`config.mk`:
```
export PLATFORM = sky130hd
export DESIGN_NAME = frame_checker_core
export DESIGN_NICKNAME = d
export VERILOG_FILES = /design/src/rtl/frame_pkg.sv /design/src/rtl/frame_pattern_ref.sv /design/src/rtl/frame_checker_core.sv
export SDC_FILE = /design/constraint.sdc
export NUM_CORES = 1
export LEC_CHECK = 0
export ABC_AREA = 0
export CAP_MARGIN = 25
export CORE_MARGIN = 5
export CORE_UTILIZATION = 45
export CTS_CLUSTER_SIZE = 16
export DETAILED_ROUTE_END_ITERATION = 7
export PLACE_DENSITY_LB_ADDON = 0.15
export SYNTH_ARGS = -nofsm -noshare
export SYNTH_HDL_FRONTEND = slang
export SYNTH_SLANG_ARGS = --single-unit
```
`constraint.sdc`:
```
create_clock -name clk -period 3.9 [get_ports clk]
set_input_delay 0.78 -clock clk [delete_from_list [all_inputs] [get_ports clk]]
set_output_delay 0.78 -clock clk [all_outputs]
set_load 0.01 [all_outputs]
```
`src/rtl/frame_pkg.sv`:
```
// -----------------------------------------------------------------------------
// frame_pkg
// Shared definitions for the colour-bar frame generator and frame checker:
//   - default frame geometry (WIDTH, HEIGHT, NUMPIXELPLANES)
//   - colour-bar byte constants
//   - checker state enum (IDLE/RUN/HALT) and sample position struct
//   - CoreID constants
//   - helpers: expected bar byte, rowColCounter packing, saturating add
// -----------------------------------------------------------------------------
package frame_pkg;

  localparam int DEFAULT_WIDTH          = 1920;
  localparam int DEFAULT_HEIGHT         = 1080;
  localparam int DEFAULT_NUMPIXELPLANES = 3;

  localparam logic [7:0] BAR_ON  = 8'hFF;
  localparam logic [7:0] BAR_OFF = 8'h00;

  localparam logic [15:0] CHECKER_CORE_ID = 16'h0DEC;

  typedef enum logic [1:0] {
    IDLE = 2'd0,
    RUN  = 2'd1,
    HALT = 2'd2
  } checkerState_t;

  // Position of one sample in the frame.
  typedef struct packed {
    logic [2:0]  plane;
    logic [12:0] row;
    logic [12:0] col;
  } pixelPos_t;

  // Four vertical bars: red, green, blue, white.
  function automatic logic [7:0] barByte(input logic [2:0]  plane,
                                         input logic [12:0] col,
                                         input logic [12:0] quarter);
    logic [13:0] c;
    logic [13:0] q1;
    logic [13:0] q2;
    logic [13:0] q3;
    c  = {1'b0, col};
    q1 = {1'b0, quarter};
    q2 = q1 + q1;
    q3 = q2 + q1;
    if (c < q1)      barByte = (plane == 3'd0) ? BAR_ON : BAR_OFF;
    else if (c < q2) barByte = (plane == 3'd1) ? BAR_ON : BAR_OFF;
    else if (c < q3) barByte = (plane == 3'd2) ? BAR_ON : BAR_OFF;
    else             barByte = BAR_ON;
  endfunction

  // {3'b0, row, 3'b0, col}, the register-block view of a position.
  function automatic logic [31:0] packRowCol(input pixelPos_t pos);
    packRowCol = {3'b0, pos.row, 3'b0, pos.col};
  endfunction

  // Counters stick at all-ones instead of wrapping.
  function automatic logic [31:0] satAdd(input logic [31:0] a, input logic [31:0] b);
    logic [32:0] sum;
    sum    = {1'b0, a} + {1'b0, b};
    satAdd = sum[32] ? 32'hFFFF_FFFF : sum[31:0];
  endfunction

endpackage

```
`src/rtl/frame_pattern_ref.sv`:
```
// -----------------------------------------------------------------------------
// frame_pattern_ref
// Single source of the colour-bar sample sequence. Holds the plane/col/row
// position of the next expected sample and produces the expected byte for
// every lane of the current beat (lane 0 = earliest sample).
// Ports:
//   clk, reset       clock, synchronous active-high reset (position -> 0)
//   advance          consume one beat: position moves by LANES samples
//   curPos           position of the next expected sample (lane 0)
//   lanePos          per-lane positions (only with FRAME_CHECKER_FIRST_ERROR_CAPTURE_EN)
//   expectedBytes    expected byte per lane, lane i at [i*8 +: 8]
// -----------------------------------------------------------------------------
module frame_pattern_ref
  import frame_pkg::*;
#(
  parameter int LANES          = 1,
  parameter int NUMPIXELPLANES = DEFAULT_NUMPIXELPLANES,
  parameter int WIDTH          = DEFAULT_WIDTH,
  parameter int HEIGHT         = DEFAULT_HEIGHT
) (
  input  logic                   clk,
  input  logic                   reset,
  input  logic                   advance,
  output pixelPos_t              curPos,
`ifdef FRAME_CHECKER_FIRST_ERROR_CAPTURE_EN
  output pixelPos_t [LANES-1:0]  lanePos,
`endif
  output logic [LANES*8-1:0]     expectedBytes
);

  localparam logic [2:0]  LASTPLANE = 3'(NUMPIXELPLANES - 1);
  localparam logic [12:0] LASTCOL   = 13'(WIDTH - 1);
  localparam logic [12:0] LASTROW   = 13'(HEIGHT - 1);
  localparam logic [12:0] QUARTER   = 13'(WIDTH / 4);

  // Plane is the fastest index, then column, then row; each wraps to 0.
  function automatic pixelPos_t nextSample(input pixelPos_t pos);
    nextSample = pos;
    if (pos.plane == LASTPLANE) begin
      nextSample.plane = '0;
      if (pos.col == LASTCOL) begin
        nextSample.col = '0;
        nextSample.row = (pos.row == LASTROW) ? '0 : pos.row + 13'd1;
      end else begin
        nextSample.col = pos.col + 13'd1;
      end
    end else begin
      nextSample.plane = pos.plane + 3'd1;
    end
  endfunction

  pixelPos_t endPos;

  // Walk the lanes in order; the position after the last lane is where the
  // next beat starts.
  always_comb begin
    pixelPos_t walk;
    // NOTE: every output of a combinational block gets a default first, so no
    // path leaves it unassigned and no latch is inferred.
    walk          = curPos;
    expectedBytes = '0;
`ifdef FRAME_CHECKER_FIRST_ERROR_CAPTURE_EN
    lanePos       = '0;
`endif
    for (int lane = 0; lane < LANES; lane++) begin
      expectedBytes[lane*8 +: 8] = barByte(walk.plane, walk.col, QUARTER);
`ifdef FRAME_CHECKER_FIRST_ERROR_CAPTURE_EN
      lanePos[lane] = walk;
`endif
      walk = nextSample(walk);
    end
    endPos = walk;
  end

  always_ff @(posedge clk) begin
    // NOTE: clocked state uses non-blocking assignments so every register
    // samples its inputs from before the edge, independent of block order.
    if (reset)        curPos <= '0;
    else if (advance) curPos <= endPos;
  end

endmodule

```
`src/rtl/frame_checker_core.sv`:
```
// -----------------------------------------------------------------------------
// frame_checker_core
// Stream sink for the colour-bar generator. Regenerates the expected sample
// sequence, compares every accepted sample, and checks that `last` arrives on
// every (P+1)-th beat. Exposes saturating counters and state for the register
// block.
// Optional feature: define FRAME_CHECKER_FIRST_ERROR_CAPTURE_EN to add the
// firstErrorPos / firstErrorData capture outputs.
// Ports:
//   clk, reset          clock, synchronous active-high reset
//   dataIn              DATAINWIDTHBYTES samples, lane 0 earliest
//   dataInValid/Last    beat valid, packet boundary marker
//   dataInReady         high in RUN unless clear is asserted
//   controlRegister     bit0 enable, bit1 clear, bit2 haltOnError
//   dataInLastPeriod    bits [24:0] = P
//   errorCount          mismatched samples (saturating)
//   lastErrorCount      misplaced or missing `last` (saturating)
//   beatCount           accepted beats (saturating)
//   rowColCounter       {3'b0,row,3'b0,col} of the next expected sample
//   status              IDLE=0, RUN=1, HALT=2
//   CoreID              16'h0DEC
//   firstErrorPos       {plane,row,3'b0,col} of first mismatch (optional)
//   firstErrorData      received byte of first mismatch (optional)
// -----------------------------------------------------------------------------
module frame_checker_core
  import frame_pkg::*;
#(
  parameter int DATAINWIDTHBYTES = 1,
  parameter int NUMPIXELPLANES   = DEFAULT_NUMPIXELPLANES,
  parameter int WIDTH            = DEFAULT_WIDTH,
  parameter int HEIGHT           = DEFAULT_HEIGHT
) (
  input  logic                          clk,
  input  logic                          reset,
  input  logic [DATAINWIDTHBYTES*8-1:0] dataIn,
  input  logic                          dataInValid,
  input  logic                          dataInLast,
  output logic                          dataInReady,
  input  logic [31:0]                   controlRegister,
  input  logic [31:0]                   dataInLastPeriod,
  output logic [31:0]                   errorCount,
  output logic [31:0]                   lastErrorCount,
  output logic [31:0]                   beatCount,
  output logic [31:0]                   rowColCounter,
  output logic [1:0]                    status,
  output logic [15:0]                   CoreID
`ifdef FRAME_CHECKER_FIRST_ERROR_CAPTURE_EN
  ,
  output logic [31:0]                   firstErrorPos,
  output logic [7:0]                    firstErrorData
`endif
);

  localparam int MCW = $clog2(DATAINWIDTHBYTES + 1);

  logic enable;
  logic clear;
  logic haltOnError;
  logic restart;
  logic [24:0] lastPeriod;
  logic unusedBits;

  assign enable      = controlRegister[0];
  assign clear       = controlRegister[1];
  assign haltOnError = controlRegister[2];
  assign lastPeriod  = dataInLastPeriod[24:0];
  assign unusedBits  = ^{controlRegister[31:3], dataInLastPeriod[31:25]};

  // Clear behaves exactly like reset for every piece of state.
  assign restart = reset | clear;

  checkerState_t state;
  checkerState_t nextState;
  logic          accept;

  // Gating with clear keeps a beat offered during clear from being counted.
  assign dataInReady = (state == RUN) && !restart;
  assign accept      = dataInValid && dataInReady;

  pixelPos_t                     curPos;
  logic [DATAINWIDTHBYTES*8-1:0] expectedBytes;
`ifdef FRAME_CHECKER_FIRST_ERROR_CAPTURE_EN
  pixelPos_t [DATAINWIDTHBYTES-1:0] lanePos;
`endif

  frame_pattern_ref #(
    .LANES          (DATAINWIDTHBYTES),
    .NUMPIXELPLANES (NUMPIXELPLANES),
    .WIDTH          (WIDTH),
    .HEIGHT         (HEIGHT)
  ) u_patternRef (
    .clk           (clk),
    .reset         (restart),
    .advance       (accept),
    .curPos        (curPos),
`ifdef FRAME_CHECKER_FIRST_ERROR_CAPTURE_EN
    .lanePos       (lanePos),
`endif
    .expectedBytes (expectedBytes)
  );

  // ---------------------------------------------------------------------------
  // Compare
  // ---------------------------------------------------------------------------
  logic [DATAINWIDTHBYTES-1:0] laneMismatch;
  logic [MCW-1:0]              mismatchCount;
  logic [24:0]                 beatIndex;
  logic                        expectedLast;
  logic                        sampleError;
  logic                        lastError;

  always_comb begin
    laneMismatch  = '0;
    mismatchCount = '0;
    for (int lane = 0; lane < DATAINWIDTHBYTES; lane++) begin
      laneMismatch[lane] = dataIn[lane*8 +: 8] != expectedBytes[lane*8 +: 8];
      mismatchCount      = mismatchCount + MCW'(laneMismatch[lane]);
    end
  end

  assign expectedLast = (beatIndex == lastPeriod);
  assign sampleError  = accept && (|laneMismatch);
  assign lastError    = accept && (dataInLast != expectedLast);

  // ---------------------------------------------------------------------------
  // State machine
  // ---------------------------------------------------------------------------
  always_ff @(posedge clk) begin
    if (reset) state <= IDLE;
    else       state <= nextState;
  end

  always_comb begin
    nextState = state;
    if (clear) begin
      nextState = IDLE;
    end else begin
      unique case (state)
        IDLE: if (enable) nextState = RUN;
        // An error on the beat being accepted wins over enable dropping.
        RUN: begin
          if ((sampleError || lastError) && haltOnError) nextState = HALT;
          else if (!enable)                               nextState = IDLE;
        end
        HALT:    nextState = HALT;
        default: nextState = IDLE;
      endcase
    end
  end

  assign status = state;
  assign CoreID = CHECKER_CORE_ID;

  // ---------------------------------------------------------------------------
  // Counters
  // ---------------------------------------------------------------------------
  always_ff @(posedge clk) begin
    if (restart) begin
      errorCount     <= '0;
      lastErrorCount <= '0;
      beatCount      <= '0;
      beatIndex      <= '0;
    end else if (accept) begin
      errorCount     <= satAdd(errorCount, 32'(mismatchCount));
      lastErrorCount <= satAdd(lastErrorCount, {31'b0, lastError});
      beatCount      <= satAdd(beatCount, 32'd1);
      // Wrapping on >= keeps k bounded if P is lowered below the current k.
      beatIndex      <= (beatIndex >= lastPeriod) ? '0 : beatIndex + 25'd1;
    end
  end

  assign rowColCounter = packRowCol(curPos);

  // ---------------------------------------------------------------------------
  // First-error capture
  // ---------------------------------------------------------------------------
`ifdef FRAME_CHECKER_FIRST_ERROR_CAPTURE_EN
  logic       captured;
  pixelPos_t  firstLanePos;
  logic [7:0] firstLaneData;

  // Scan from the highest lane down so the earliest mismatching lane wins.
  always_comb begin
    firstLanePos  = '0;
    firstLaneData = '0;
    for (int lane = DATAINWIDTHBYTES - 1; lane >= 0; lane--) begin
      if (laneMismatch[lane]) begin
        firstLanePos  = lanePos[lane];
        firstLaneData = dataIn[lane*8 +: 8];
      end
    end
  end

  always_ff @(posedge clk) begin
    if (restart) begin
      captured       <= 1'b0;
      firstErrorPos  <= '0;
      firstErrorData <= '0;
    end else if (sampleError && !captured) begin
      captured       <= 1'b1;
      firstErrorPos  <= packRowCol(firstLanePos) | {firstLanePos.plane, 29'b0};
      firstErrorData <= firstLaneData;
    end
  end
`else
  // Default build: no capture registers.
`endif

endmodule

```
==> reports/results.ini <==
[power]
power_density_mw_per_mm2 = 308
finalPower_w = 0.00322
ir_worst_vdd_v = 0.000293
p_leak_nw = 3.78

[critical_path]
start_kind = primary input
r2r_setup_slack_ns = 0.39
critical_path_required_ns = 4.25
worstSetupEndpointType = flop
worst-path-buf-inv = 3
path_max_fanout = 14
cp_common_cell = ha_1
critPathTopFamily = simple AND/OR/NAND/NOR gates
cp.arrival_ns = 3.94
crit_path_start = dataInLastPeriod[18]
crit_type = in2reg
cp_cell_sequence = clkdlybuf4s50_1 > inv_1 > ha_1 > nand4_1 > nor3_1 > nand2_1 > xor2_1 > nor2_1 > ha_1 > ha_1 > nand2_1 > or3_4 > or3_1 > buf_4 > a21oi_1
r2r-end = errorCount[1]
r2r_cells = 10
reg2reg_from = u_patternRef.curPos[27]
slowest_delay_ns = 0.45
cp_slowest_cell = clkdlybuf4s50_1

[final_layout]
register_area_mm2 = 0.00304
areaGrowthSynthToFinish_pct = 28.2
layout.cells.non_filler = 1355
design_area_mm2 = 0.0105
fillers = 1689
final_net_count = 1224
drive_gt1_share_pct = 7.73
multi_input_area_mm2 = 0.00458
n_antenna_cell = 0

[floorplanning]
start_util_pct = 45.6
die_area_mm2 = 0.0209
die_w_um = 145
rows = 49
core_area_mm2 = 0.0179
num_io_pins = 223
dieHeight_um = 145

[detailed_routing]
top_layer = met5
drc = 0
wl_met1_mm = 9.38
vias = 7140
vias_per_cell = 5.27
routed_wl_mm = 20.1
drt-initial-drc-count = 266
wl_per_cell_um = 14.9
dr_wl_met2_mm = 9.28
met3WireLength_mm = 1.25
first_pass_iters = 4
ant_nets = 0

[synthesis]
postSynthRegisterBits = 152
synth_compound_area_share_pct = 10.6
synth_top_family_by_area = simple AND/OR/NAND/NOR gates
synth_warnings = 0
synth_edf_count = 0
synth_area_leaders = dfxtp_1, xor2_1, xnor2_1, ha_1, buf_4
syn_area_per_cell_um2 = 8.46
synth_top_area_cell = dfxtp_1
synthAdderAreaFrac_pct = 5.06
netlist_instances = 964
yosys-mux-area-fraction_pct = 0.491
synth_simple_gate_area_share_pct = 26.1
yosys_most_used_dff = dfxtp_1
async_flop_share_pct = 0
netlist_area_mm2 = 0.00816
synthXorXnorAreaFrac_pct = 12.5
yosysSeqAreaShare_pct = 37.3
synth_top_area_share_pct = 37.3
ys_types = 63

[cts]
cts_root_buf = clkbuf_16
cts_htree_levels = 4
numClockSinks = 152
ctsLongestPathBuffers = 2
postCtsSetupRepairBufs = 0
clock_latency_ns = 0.42
ctsResizeCount = 1
cts_tree = done
cts_buffers = 17
holdBufCountCts = 0
path_clk_slew_ns = 0.06

[sta]
tns_ns = 0
period_needed_ns = 3.59
fin_ws_ns = 0.306
max_freq_ghz = 0.278
slew_violations = 0
fin_crit_sh_pct = 92.2
clock_skew_ns = 0.0146
hold_viol = 0
finalSetupViolCount = 0
rsz0062_at_grt = no
worstMarginPinSlew_ns = 0.800
max_slew_margin_pct = 46.2

[global_routing]
grt_max_degree = 33
antenna_found_initial = 1
grt_pass1_vias = 6790
gr-usage-all-layers_pct = 19.5
grt_pass1_wl_mm = 33.3
overflow = 0

[hold_path]
min_from = beatIndex[1]
hold_end = beatIndex[1]
holdPathStages = 2
hold_path.class = reg2reg

[placed_design]
place_area_mm2 = 0.00988
portBuffers = 164
routabilityCongestion = 0.829
dpl.hpwl_mm = 14.7
dp_cells = 1325
dp_slack_ns = -0.175

[flow_run]
cap_violations = 0

[run_status]
status = completed

## cell type report
class	instances	share of cell area, %
clock buffers	19	4.24
clock inverters	11	0.969
inverters	37	1.33
multi-input cells	714	43.8
flip-flops and latches	152	29.1
well taps	229	2.74
repair buffers	193	17.8
## metal layers
layer	global-route usage, %	vias up
li1	-	3626
met1	26.2	3329
met2	31.3	168
met3	5.39	15
met4	4.91	2
met5	0	-
## worst reg2reg max path, delay by kind of cell (launching register included)
family / cells / cell delay, ns
AND/OR/NAND/NOR: 4 / 1.57
flip-flops: 1 / 0.44
multiplexers: 1 / 0.43
AO/OA/AOI/OAI: 4 / 0.73
adder cells (fa/ha/maj): 1 / 0.27
## power by group
group | internal (W) | switching [W] | total, W
Sequential | 0.00155 | 0.00000190 | 0.00156
Combinational | 0.0000617 | 0.0000746 | 0.000136
Clock | 0.000886 | 0.000636 | 0.00152
Total | 0.00250 | 0.000713 | 0.00322
## state kept, by name (all words and copies together) (netlist names)
name                 flops
lastErrorCount          32
errorCount              32
beatCount               32
u_patternRef.curPos     29
status                   2
beatIndex               25
## synthesized netlist by cell type (23+ instances only)
master   count
dfxtp_1    152
nand3_1     58
buf_4       50
nand4_1     38
o21ai_0     23
and3_1      27
ha_1        33
xor2_1      67
inv_1       37
a21oi_1     74
nor2_1      93
xnor2_1     49
nand2_1     77
nor3_1      24
## cell usage in the layout (no fill, tap or decap), types with 3 or more instances in the layout
cell type / n
a211oi_1: 5
a21oi_1: 74
a311oi_1: 6
a31oi_1: 10
and2_1: 8
and3_1: 27
and4_1: 19
buf_4: 29
clkbuf_16: 17
clkdlybuf4s50_1: 164
clkinv_2: 3
clkinvlp_4: 4
conb_1: 22
dfxtp_1: 152
ha_1: 33
inv_1: 37
mux2i_1: 3
nand2_1: 77
nand3_1: 58
nand4_1: 38
nor2_1: 93
nor2_2: 3
nor2b_1: 3
nor3_1: 23
nor3_2: 3
nor4_1: 4
o21ai_0: 23
o21ai_1: 4
o21bai_1: 3
o221a_2: 3
or3_1: 8
or4_1: 4
xnor2_1: 49
xor2_1: 67
## how the worst max path moves through the flow
stage                    endpoint  slack (ns)  depth (start not counted)
2_1_floorplan  lastErrorCount[10]        0.57                         15
3_3_place_gp   lastErrorCount[28]       -0.15                         16
3_5_place_dp   lastErrorCount[11]       -0.18                         15
4_1_cts        lastErrorCount[30]        0.22                         16
5_1_grt        lastErrorCount[26]        0.03                         15
6_report       lastErrorCount[11]        0.31                         15
## logic make-up after synthesis
| logic type | count (synthesis) |
|---|---|
| other | 2 |
| muxes | 4 |
| and+or+nand+nor | 394 |
| xor gates and xnor gates | 116 |
| buffers and inverters | 118 |
| adders and majority gates | 33 |
| AOI/OAI and AO/OA | 145 |
| DFF | 152 |
## stage by stage
stage / util [%] / hold WS [ns]
after detailed placement: 55.2 / 0.494
final: 58.4 / 0.498
after CTS: 58.3 / 0.503
after global routing: 58.4 / 0.543
after global placement: 55.2 / 0.482
after floorplan: - / 0.463
Power figures use the tool's default switching activity.
